$ cat config.mk
export PLATFORM = sky130hd
export DESIGN_NAME = demux_dispatch
export DESIGN_NICKNAME = d
export VERILOG_FILES = /design/src/rtl/mux_pkg.sv /design/src/rtl/demux_slot.sv /design/src/rtl/demux_dispatch.sv
export SDC_FILE = /design/constraint.sdc
export NUM_CORES = 1
export LEC_CHECK = 0
export CORE_MARGIN = 2
export CORE_UTILIZATION = 46
export CTS_CLUSTER_SIZE = 10
export DETAILED_ROUTE_END_ITERATION = 12
export GPL_TIMING_DRIVEN = 0
export PLACE_DENSITY = 0.8
export RECOVER_POWER = 50
export SKIP_LAST_GASP = 1
export SLEW_MARGIN = 20
export SYNTH_ARGS = -nofsm -noshare
export SYNTH_HDL_FRONTEND = slang
export SYNTH_SLANG_ARGS = --single-unit
$ cat constraint.sdc
create_clock -name mclk -period 4.6 [get_ports mclk]
set_input_delay 1.15 -clock mclk [delete_from_list [all_inputs] [get_ports mclk]]
set_output_delay 1.15 -clock mclk [all_outputs]
set_load 0.01 [all_outputs]
$ cat src/rtl/mux_pkg.sv
// Shared constants and helpers for the select-mux / demux-dispatch stream blocks.
package mux_pkg;

  localparam int unsigned DW    = 16;
  localparam int unsigned NPORT = 5;
  localparam int unsigned DST_W = 3;

  // All-ones destination code means "deliver to every port".
  localparam logic [DST_W-1:0] BCAST_DST = {DST_W{1'b1}};

  function automatic logic is_valid_dst(input logic [DST_W-1:0] dst);
    return 32'(dst) < NPORT;
  endfunction

endpackage

$ cat src/rtl/demux_slot.sv
// One-entry output slot: data register plus valid flag, drained by its own ready.
module demux_slot #(
  parameter int unsigned DW = 16
) (
  input  logic          mclk,
  input  logic          mreset,
  input  logic          load,
  input  logic [DW-1:0] load_data,
  input  logic          out_ready,
  output logic          out_valid,
  output logic [DW-1:0] out_data,
  output logic          free
);

  logic          valid_d, valid_q;
  logic [DW-1:0] data_d, data_q;

  // A load wins over a drain in the same cycle, so the flag stays set.
  always_comb begin
    valid_d = valid_q;
    data_d  = data_q;
    if (load) begin
      valid_d = 1'b1;
      data_d  = load_data;
    end else if (valid_q && out_ready) begin
      valid_d = 1'b0;
    end
  end

  always_ff @(posedge mclk or posedge mreset) begin
    if (mreset) begin
      valid_q <= 1'b0;
      data_q  <= '0;
    end else begin
      valid_q <= valid_d;
      data_q  <= data_d;
    end
  end

  assign out_valid = valid_q;
  assign out_data  = data_q;
  assign free      = !valid_q || out_ready;

endmodule

$ cat src/rtl/demux_dispatch.sv
// One-to-NPORT stream demultiplexer with unicast, all-or-nothing broadcast and
// counted drop of invalid destinations.
module demux_dispatch #(
  parameter int unsigned DW    = mux_pkg::DW,
  parameter int unsigned NPORT = mux_pkg::NPORT,
  parameter int unsigned DST_W = mux_pkg::DST_W
) (
  input  logic                mclk,
  input  logic                mreset,
  input  logic                in_valid,
  output logic                in_ready,
  input  logic [DST_W-1:0]    in_dst,
  input  logic [DW-1:0]       in_data,
  output logic [NPORT-1:0]    out_valid,
  input  logic [NPORT-1:0]    out_ready,
  output logic [NPORT*DW-1:0] out_data,
  output logic                err_drop,
  output logic [7:0]          drop_cnt
);

  import mux_pkg::BCAST_DST;
  import mux_pkg::is_valid_dst;

  logic [NPORT-1:0] uni_sel;
  logic [NPORT-1:0] free;
  logic [NPORT-1:0] load;
  logic             is_bcast;
  logic             is_uni;
  logic             accept;
  logic             drop;
  logic             err_drop_d, err_drop_q;
  logic [7:0]       drop_cnt_d, drop_cnt_q;

  always_comb begin
    uni_sel = '0;
    for (int unsigned p = 0; p < NPORT; p++) begin
      uni_sel[p] = (in_dst == DST_W'(p));
    end
  end

  assign is_bcast = (in_dst == BCAST_DST);
  assign is_uni   = is_valid_dst(in_dst);

  // Depends only on in_dst and slot state, never on in_valid.
  always_comb begin
    in_ready = 1'b1;
    if (is_bcast) begin
      in_ready = &free;
    end else if (is_uni) begin
      in_ready = |(uni_sel & free);
    end
  end

  assign accept = in_valid && in_ready;
  assign drop   = accept && !is_bcast && !is_uni;

  always_comb begin
    load = '0;
    if (accept) begin
      if (is_bcast) begin
        load = '1;
      end else if (is_uni) begin
        load = uni_sel;
      end
    end
  end

  for (genvar p = 0; p < NPORT; p++) begin : g_slot
    demux_slot #(
      .DW(DW)
    ) u_slot (
      .mclk     (mclk),
      .mreset   (mreset),
      .load     (load[p]),
      .load_data(in_data),
      .out_ready(out_ready[p]),
      .out_valid(out_valid[p]),
      .out_data (out_data[p*DW +: DW]),
      .free     (free[p])
    );
  end

  always_comb begin
    err_drop_d = drop;
    drop_cnt_d = drop_cnt_q;
    if (drop && drop_cnt_q != 8'hFF) begin
      drop_cnt_d = drop_cnt_q + 8'd1;
    end
  end

  always_ff @(posedge mclk or posedge mreset) begin
    if (mreset) begin
      err_drop_q <= 1'b0;
      drop_cnt_q <= '0;
    end else begin
      err_drop_q <= err_drop_d;
      drop_cnt_q <= drop_cnt_d;
    end
  end

  assign err_drop = err_drop_q;
  assign drop_cnt = drop_cnt_q;

endmodule

# Word level (Yosys, flattened, before mapping)
# Index checks and enable logic that the tools add are counted.
dict set report totals {
  ff_bits 94
  input_bits 27
  out_inout_bits 95
  wordCells 65
}
dict set report classes {
  n_addsub 1
  magnitude_cmp 1
  eq_ne 6
  muxes 15
  n_bitwise 1
  n_reduce_logical 29
}
# operator count
set ops {}
lappend ops {{$mux 5} 3}
lappend ops {{$mux 1} 12}
lappend ops {{$reduce_bool 2->1} 5}
lappend ops {{$logic_and 1x1->1} 9}
lappend ops {{$add 8x1->8 const B} 1}
lappend ops {{$ne 8x8->1 const B} 1}
lappend ops {{$logic_not 1->1} 7}
lappend ops {{$eq 3x2->1 const B} 2}
lappend ops {{$eq 3x3->1 const B} 2}
lappend ops {{$and 5x5->5} 1}
lappend ops {{$logic_or 1x1->1} 5}
lappend ops {{$reduce_and 5->1} 1}
lappend ops {{$reduce_or 5->1} 1}
lappend ops {{$eq 3x1->1 const B} 1}
lappend ops {{$logic_not 3->1} 1}
lappend ops {{$lt 3x3->1 const B} 1}

# Depth between registers and ports, before layout
# Gate-level depths: netlist of run 1.
dict set report depth {
  word_depth 10
  depth_mapped 8
  depth_no_buf 5
}

# Cells and area by module
# A second synthesis of run 1 with hierarchy kept.
dict set report hier_totals {
  cells_unflattened 262
  hier_area_um2 4077.7
}
# module instances cells_each area_per_inst_um2 seq_area_each_um2
set modules_own_cells {}
lappend modules_own_cells {demux_slot 5 38 686.9 425.4}
lappend modules_own_cells {demux_dispatch 1 72 643.1 225.2}

# Worst setup path after synthesis of run 1
# OpenSTA, ideal clock, no wires.
dict set report synth_timing {
  kind {input -> output}
  from {input port in_dst[1]}
  to {output port in_ready}
  arrival_ns 2.076
  t_required_ns 3.450
  setup_slack_ns 1.374
  path_stages 5
  n_path_buf 1
  cell_sequence {buf_6 > or2b_2 > a21oi_2 > o32a_2 > nor2_1}
}
dict set report synth_between {
  elab_chain_cells 5
  word_cells_on_any_way 11
  cone_classes {1 x order compare; 5 x eq/ne; 2 x mux; 1 x bitwise; 2 x reduce/logical}
}
# item line
set synth_rtl {}
lappend synth_rtl {{from (decl)} demux_dispatch.sv:12} ;# input logic [DST_W-1:0] in_dst,
lappend synth_rtl {{$eq 3x1->1, or another cell as far along} demux_dispatch.sv:37} ;# uni_sel[p] = (in_dst == DST_W'(p));
lappend synth_rtl {{$and 5x5->5} demux_dispatch.sv:50} ;# in_ready = |(uni_sel & free);
lappend synth_rtl {{$reduce_or 5->1} demux_dispatch.sv:50}
lappend synth_rtl {{$mux 1} demux_dispatch.sv:49} ;# end else if (is_uni) begin
lappend synth_rtl {{$mux 1 *} demux_dispatch.sv:47} ;# if (is_bcast) begin
lappend synth_rtl {{to (decl)} demux_dispatch.sv:11} ;# output logic in_ready,
# Mark *: on every way between the ends. The rest lies on a longest branch, timed or not.

# Final worst setup path of run 1
dict set report layout_timing {
  from {input port in_dst[2]}
  to {output port in_ready}
}
# Same word-level chain as after synthesis.

==> results of run 1 <==
cells in the final DEF, fill, tap and decap left out, types with 2 or more instances in the layout:
master           instances
nand3_1                  5
xnor2_1                  6
nor3_2                   2
mux2_2                  63
and3_1                   2
nor3_1                   2
buf_4                    5
buf_6                    4
dlygate4sd3_1           48
clkbuf_8                10
clkdlybuf4s50_1         71
nand4_1                  4
nor2b_1                  2
dfrtp_1                 94
inv_1                    2
buf_2                    2
or4_1                    2
a21oi_1                  2
mux2_4                  18
buf_12                   2
nand2b_1                 4
nand2_1                 13
clkinvlp_4               2
registers in the layout, summed over array words and instances, names as in the netlist:
name                     flops
drop_cnt                     8
g_slot.u_slot.out_data      80
g_slot.u_slot.out_valid      5
err_drop                     1
worst paths after layout:
path | from | slack, ns | to | cells past startpoint
max | in_dst[2] | 0.24 | in_ready | 6
min | drop_cnt[4] | 0.50 | drop_cnt[4] | 1
max reg2reg | g_slot[0].u_slot.out_valid | 1.92 | g_slot[0].u_slot.out_data[11] | 6
min reg2reg | drop_cnt[4] | 0.50 | drop_cnt[4] | 1
max in group asynchronous | mreset | 0.88 | g_slot[1].u_slot.out_data[11] | 3
min in group asynchronous | mreset | 1.75 | g_slot[3].u_slot.out_data[3] | 2
worst reg2reg max path, cell delays in order, from the launching register on:
cell and delay (ns):
dfrtp_1 0.38, nor2b_1 0.17, a21oi_1 0.20, a41oi_1 0.31, nor3_2 0.72, buf_2 0.42, mux2_2 0.38
cells by family (layout without fill, tap and decap cells):
| logic type | after synthesis | after routing | synth area share (%) |
|---|---|---|---|
| xor+xnor | 7 | 7 | 1.58 |
| simple gates | 44 | 44 | 6.47 |
| flops | 94 | 94 | 60.5 |
| fa+ha+maj | 1 | 1 | 0.322 |
| mux | 81 | 81 | 25.2 |
| buf+inv | 17 | 152 | 3.80 |
| compound gates | 11 | 11 | 2.19 |
layer usage:
metal / vias up / wire (µm) / GRT usage, %
met1: 1277 / 3710 / 25.6
met2: 81 / 4290 / 30.5
met5: - / 0 / 0
li1: 1152 / - / -
met4: 0 / 167 / 7.14
met3: 13 / 544 / 5.40
power by group through the flow:
stage | combinational [µW] | sequential (µW) | clock (µW)
6_report | 857 | 1160 | 507
5_1_grt | 917 | 1190 | 550
4_1_cts | 914 | 1170 | 524
3_5_place_dp | 910 | 1180 | 0
3_3_place_gp | 891 | 1170 | 0
2_1_floorplan | 282 | 1270 | 0
stage by stage:
stage | total power, µW | cell area [µm²] | setup slack [ns]
4_1_cts | 2600 | 5420 | 0.320
3_5_place_dp | 2090 | 5240 | 0.336
2_1_floorplan | 1550 | 3890 | 1.00
6_report | 2520 | 5400 | 0.238
5_1_grt | 2650 | 5400 | 0.172
3_3_place_gp | 2060 | 5210 | -0.306
layout make-up:
class	instances	area, µm²
sequential	94	2350
buffer	14	136
clock inverter	5	43.8
tap	105	131
inverter	3	12.5
fill	633	2820
timing repair buffer	120	1200
multi-input combinational	144	1390
clock buffer	10	138
==> results.tsv, run 1 <==
metric	value	unit
ys_warn_count	0	
coreArea	8220	µm²
wl_per_cell	17.6	µm
synth_most_common_cell	dfrtp_1	
ys_async_sr_fraction	100	%
antenna_found_initial	0	
fin_cells	495	
p_clk_share	20.1	%
finalCritPeriodShare	94.8	%
maxCapViolCount	1	
ctsResizeCount	0	
maxClockFrequency	0.229	GHz
root_buffer	clkbuf_8	
postCtsSetupRepairBufs	0	
syn_nets	283	
grt_use_total	19.3	%
min_period	4.36	ns
clk_pin_slew_worst_paths	0.09	ns
fp.dieH	96.0	µm
final_util	65.7	%
synth_cells	255	
slowest_stage	dlygate4sd3_1	
drv_slew	45	
nets	414	
first_global_vias	2503	
tns	0	ns
synth_cell_types	39	
dieArea	9210	µm²
p_sw	734	µW
postCtsHoldBufs	0	
crit_chain	dlygate4sd3_1 > or2b_2 > a21oi_2 > o32a_2 > nor2_1 > clkdlybuf4s50_1	
grt_max_degree	52	
first_iter_violations	55	
p_int	1790	µW
start_util	47.3	%
die_w	96.0	µm
critPathMaxFanout	7	
switching_share	29.1	%
yosysTopAreaCell	dfrtp_1	
ios	122	
insertion_delay	0.36	ns
power.density	467	nW/µm²
crit_family	buffers and inverters	
ant_nets	0	
ys_top_cells_by_area	dfrtp_1 (60%), mux2_2 (18%), mux2_4 (6.9%)	
end_kind	primary output	
hold_path.class	reg2reg	
violations	capacitance limit, slew limit	
area_growth	38.8	%
cts.path.max_buffers	2	
syn-cell-area	3890	µm²
wirelength	8.72	mm
vdd_drop_max	0.280	mV
critPathMaxStageDelay	0.69	ns
worstMarginPinSlew	1.96	ns
comb_power_share	34.0	%
setup_violations	0	
slew_headroom	-31.5	%
synth_top_area_share	60.5	%
p_seq_share	46.0	%
post_drt_via_cell_ratio	5.10	
synth-edff-count	0	
antenna_cells	0	
clock_sinks	94	
arrival	3.21	ns
critical_path_buf_inv_count	2	
grt_pass1_wl	13.3	mm
cts_buffers	9	
yosys-top-cells-count	dfrtp_1 (94), mux2_2 (63), mux2_4 (18)	
crit_type	in2out	
htreeDepth	3	
drive_gt1_share	30.5	%
synth.ff_latch_count	94	
placementRows	33	
hpwl	6.18	mm
fin_hold_ws	0.504	ns
ys.flop_type	dfrtp_1	
drc	0	
cp.required	3.45	ns
grt.overflow.total	0	
placed_cells	480	
syn_area_per_cell	15.3	µm²
place.gp.congestion	0.777	
p_leak	0.00238	µW
ys_seq_area_share	60.5	%
vias	2523	
finClkSkew	0.0132	ns
cts_tree	yes	
finalHoldViolCount	0	
port_buffers	119	
firstDrtPassIters	4	
outcome	finished, violations left	
start_kind	input port	
rsz0062_at_grt	no	
(Power assumes the default switching activity.)
==> run 2, diff against run 1 <==
- CTS_CLUSTER_DIAMETER: not set -> 80
- SLEW_MARGIN: 20 -> not set
==> results.tsv, run 2 (synthesis results as in run 1) <==
metric	value	unit	change
largest_reg_flops	80		unchanged
drv_slew	69		was 45
fp.dieH	96.0	µm	unchanged
place.gp.congestion	0.777		unchanged
end_kind	primary output		unchanged
outcome	finished, violations left		unchanged
violations	capacitance limit, slew limit		unchanged
final_cell_mix	dfrtp_1 (94), clkdlybuf4s50_1 (71), mux2_2 (63), dlygate4sd3_1 (48), mux2_4 (18)		unchanged
start_util	47.3	%	unchanged
switching_share	29.3	%	was 29.1%
antenna_cells	0		unchanged
cts.path.max_buffers	2		unchanged
crit_type	in2out		unchanged
maxClockFrequency	0.230	GHz	was 0.229 GHz
clock_sinks	94		unchanged
layout_setup_ws	0.249	ns	was 0.238 ns
placementRows	33		unchanged
area_growth	38.6	%	was 38.8%
fin_hold_ws	0.505	ns	was 0.504 ns
arrival	3.20	ns	was 3.21 ns
post_drt_via_cell_ratio	5.11		was 5.10
p_int	1770	µW	was 1790 µW
p_sw	734	µW	about the same
postCtsHoldBufs	0		unchanged
p_clk_share	19.5	%	was 20.1%
critPathMaxFanout	7		unchanged
comb_power_share	34.3	%	was 34.0%
rsz0062_at_grt	no		unchanged
hold_path.class	reg2reg		unchanged
ant_nets	0		unchanged
insertion_delay	0.36	ns	about the same
finClkSkew	0.0184	ns	was 0.0132 ns
cts_tree	yes		unchanged
dieArea	9210	µm²	unchanged
port_buffers	119		unchanged
p_leak	0.00237	µW	was 0.00238 µW
start_kind	input port		unchanged
die_w	96.0	µm	unchanged
p_seq_share	46.2	%	was 46.0%
cts_buffers	9		unchanged
cp.required	3.45	ns	about the same
first_iter_violations	70		was 55
final_common_cell	dfrtp_1		unchanged
vias	2530		was 2523
antenna_found_initial	0		unchanged
root_buffer	clkbuf_8		unchanged
min_period	4.35	ns	was 4.36 ns
first_global_vias	2574		was 2503
finalCritPeriodShare	94.6	%	was 94.8%
grt_pass1_wl	13.4	mm	was 13.3 mm
vdd_drop_max	0.232	mV	was 0.280 mV
placed_cells	480		unchanged
slew_headroom	-9.22	%	was -31.5%
nets	414		unchanged
coreArea	8220	µm²	unchanged
firstDrtPassIters	4		unchanged
maxCapViolCount	1		unchanged
place_worst_setup_slack	0.337	ns	was 0.336 ns
drc	0		unchanged
fin_cells	495		unchanged
postCtsSetupRepairBufs	0		unchanged
ctsResizeCount	0		unchanged
setup_violations	0		unchanged
clk_pin_slew_worst_paths	0.09	ns	about the same
finalHoldViolCount	0		unchanged
hpwl	6.18	mm	about the same
drive_gt1_share	30.5	%	unchanged
grt_max_degree	69		was 52
grt.overflow.total	0		unchanged
ios	122		unchanged
grt_use_total	19.4	%	was 19.3%
worstMarginPinSlew	1.64	ns	was 1.96 ns
wirelength	8.65	mm	was 8.72 mm
power.density	465	nW/µm²	was 467 nW/µm²
htreeDepth	3		unchanged
wl_per_cell	17.5	µm	was 17.6 µm
-- run 2: changes by cell type in the layout (fill, tap and decap cells not counted), sizes merged --
cell      before  now
clkinvlp       3    4
inv            4    3
clkinv         1    2
clkbuf        12   11
-- run 2: final cells by class --
type                            instances  area, µm²
Buffer                                 14        136
Clock buffer                            9        124
Clock inverter                          6       47.5
Fill cell                             635       2830
Inverter                                3       12.5
Multi-Input combinational cell        144       1390
Sequential cell                        94       2350
Tap cell                              105        131
Timing Repair Buffer                  120       1200
-- run 2: worst paths after layout --
| check | slack (ns) | end | cells past startpoint | start |
|---|---|---|---|---|
| hold reg to reg | 0.50 | g_slot[2].u_slot.out_data[15] | 1 | g_slot[2].u_slot.out_data[15] |
| hold / removal | 0.50 | g_slot[2].u_slot.out_data[15] | 1 | g_slot[2].u_slot.out_data[15] |
| setup / recovery | 0.25 | in_ready | 6 | in_dst[2] |
| max in group asynchronous | 1.00 | g_slot[0].u_slot.out_data[10] | 3 | mreset |
| min in group asynchronous | 1.48 | g_slot[0].u_slot.out_data[8] | 2 | mreset |
| setup reg to reg | 1.92 | g_slot[0].u_slot.out_data[4] | 6 | g_slot[0].u_slot.out_valid |
-- run 2: power groups by stage --
stage | logic, µW | clock network [µW] | registers, µW
6_report | 859 | 488 | 1160
5_1_grt | 917 | 535 | 1190
4_1_cts | 914 | 507 | 1170
3_5_place_dp | 911 | 0 | 1180
3_3_place_gp | 891 | 0 | 1170
2_1_floorplan | 282 | 0 | 1270
-- run 2: through the flow --
stage	total power [µW]	utilization [%]	area, µm²	TNS [ns]
5_1_grt	2640	65.6	5390	0
3_3_place_gp	2060	63.4	5210	-28.08
2_1_floorplan	1550	-	3890	0
3_5_place_dp	2090	63.8	5240	0
4_1_cts	2590	65.9	5410	0
6_report	2510	65.6	5390	0
-- run 2: routing by layer --
metal  track usage [%]  part of all wire [%]  vias up
met5                 0                     0        -
met4              8.21                   1.9        0
met3              4.62                   5.8       11
met2              30.9                    50       74
met1              25.5                    42     1284
li1                  -                     -     1161
-- run 2: worst max-delay path, cell delays in order --
cell and delay, ns:
dlygate4sd3_1 0.68, or2b_2 0.19, a21oi_2 0.05, o32a_2 0.44, nor2_1 0.12, clkdlybuf4s50_1 0.57
==> run 3, diff against run 2 <==
- GPL_ROUTABILITY_DRIVEN: not set -> 0
- clock period: 4.6 -> 4.88 ns (I/O delays scaled with it)
==> results of run 3 <==
The final DEF is identical to that of run 2. Status: finished, violations left: capacitance limit, slew limit.
Among the figures that moved: setup slack after placement 0.337 ns -> 0.477 ns; setup slack after layout 0.249 ns -> 0.389 ns; register-to-register setup slack 1.92 ns -> 2.20 ns; total power 2510 µW -> 2360 µW; worst IR drop on VDD 0.232 mV -> 0.219 mV
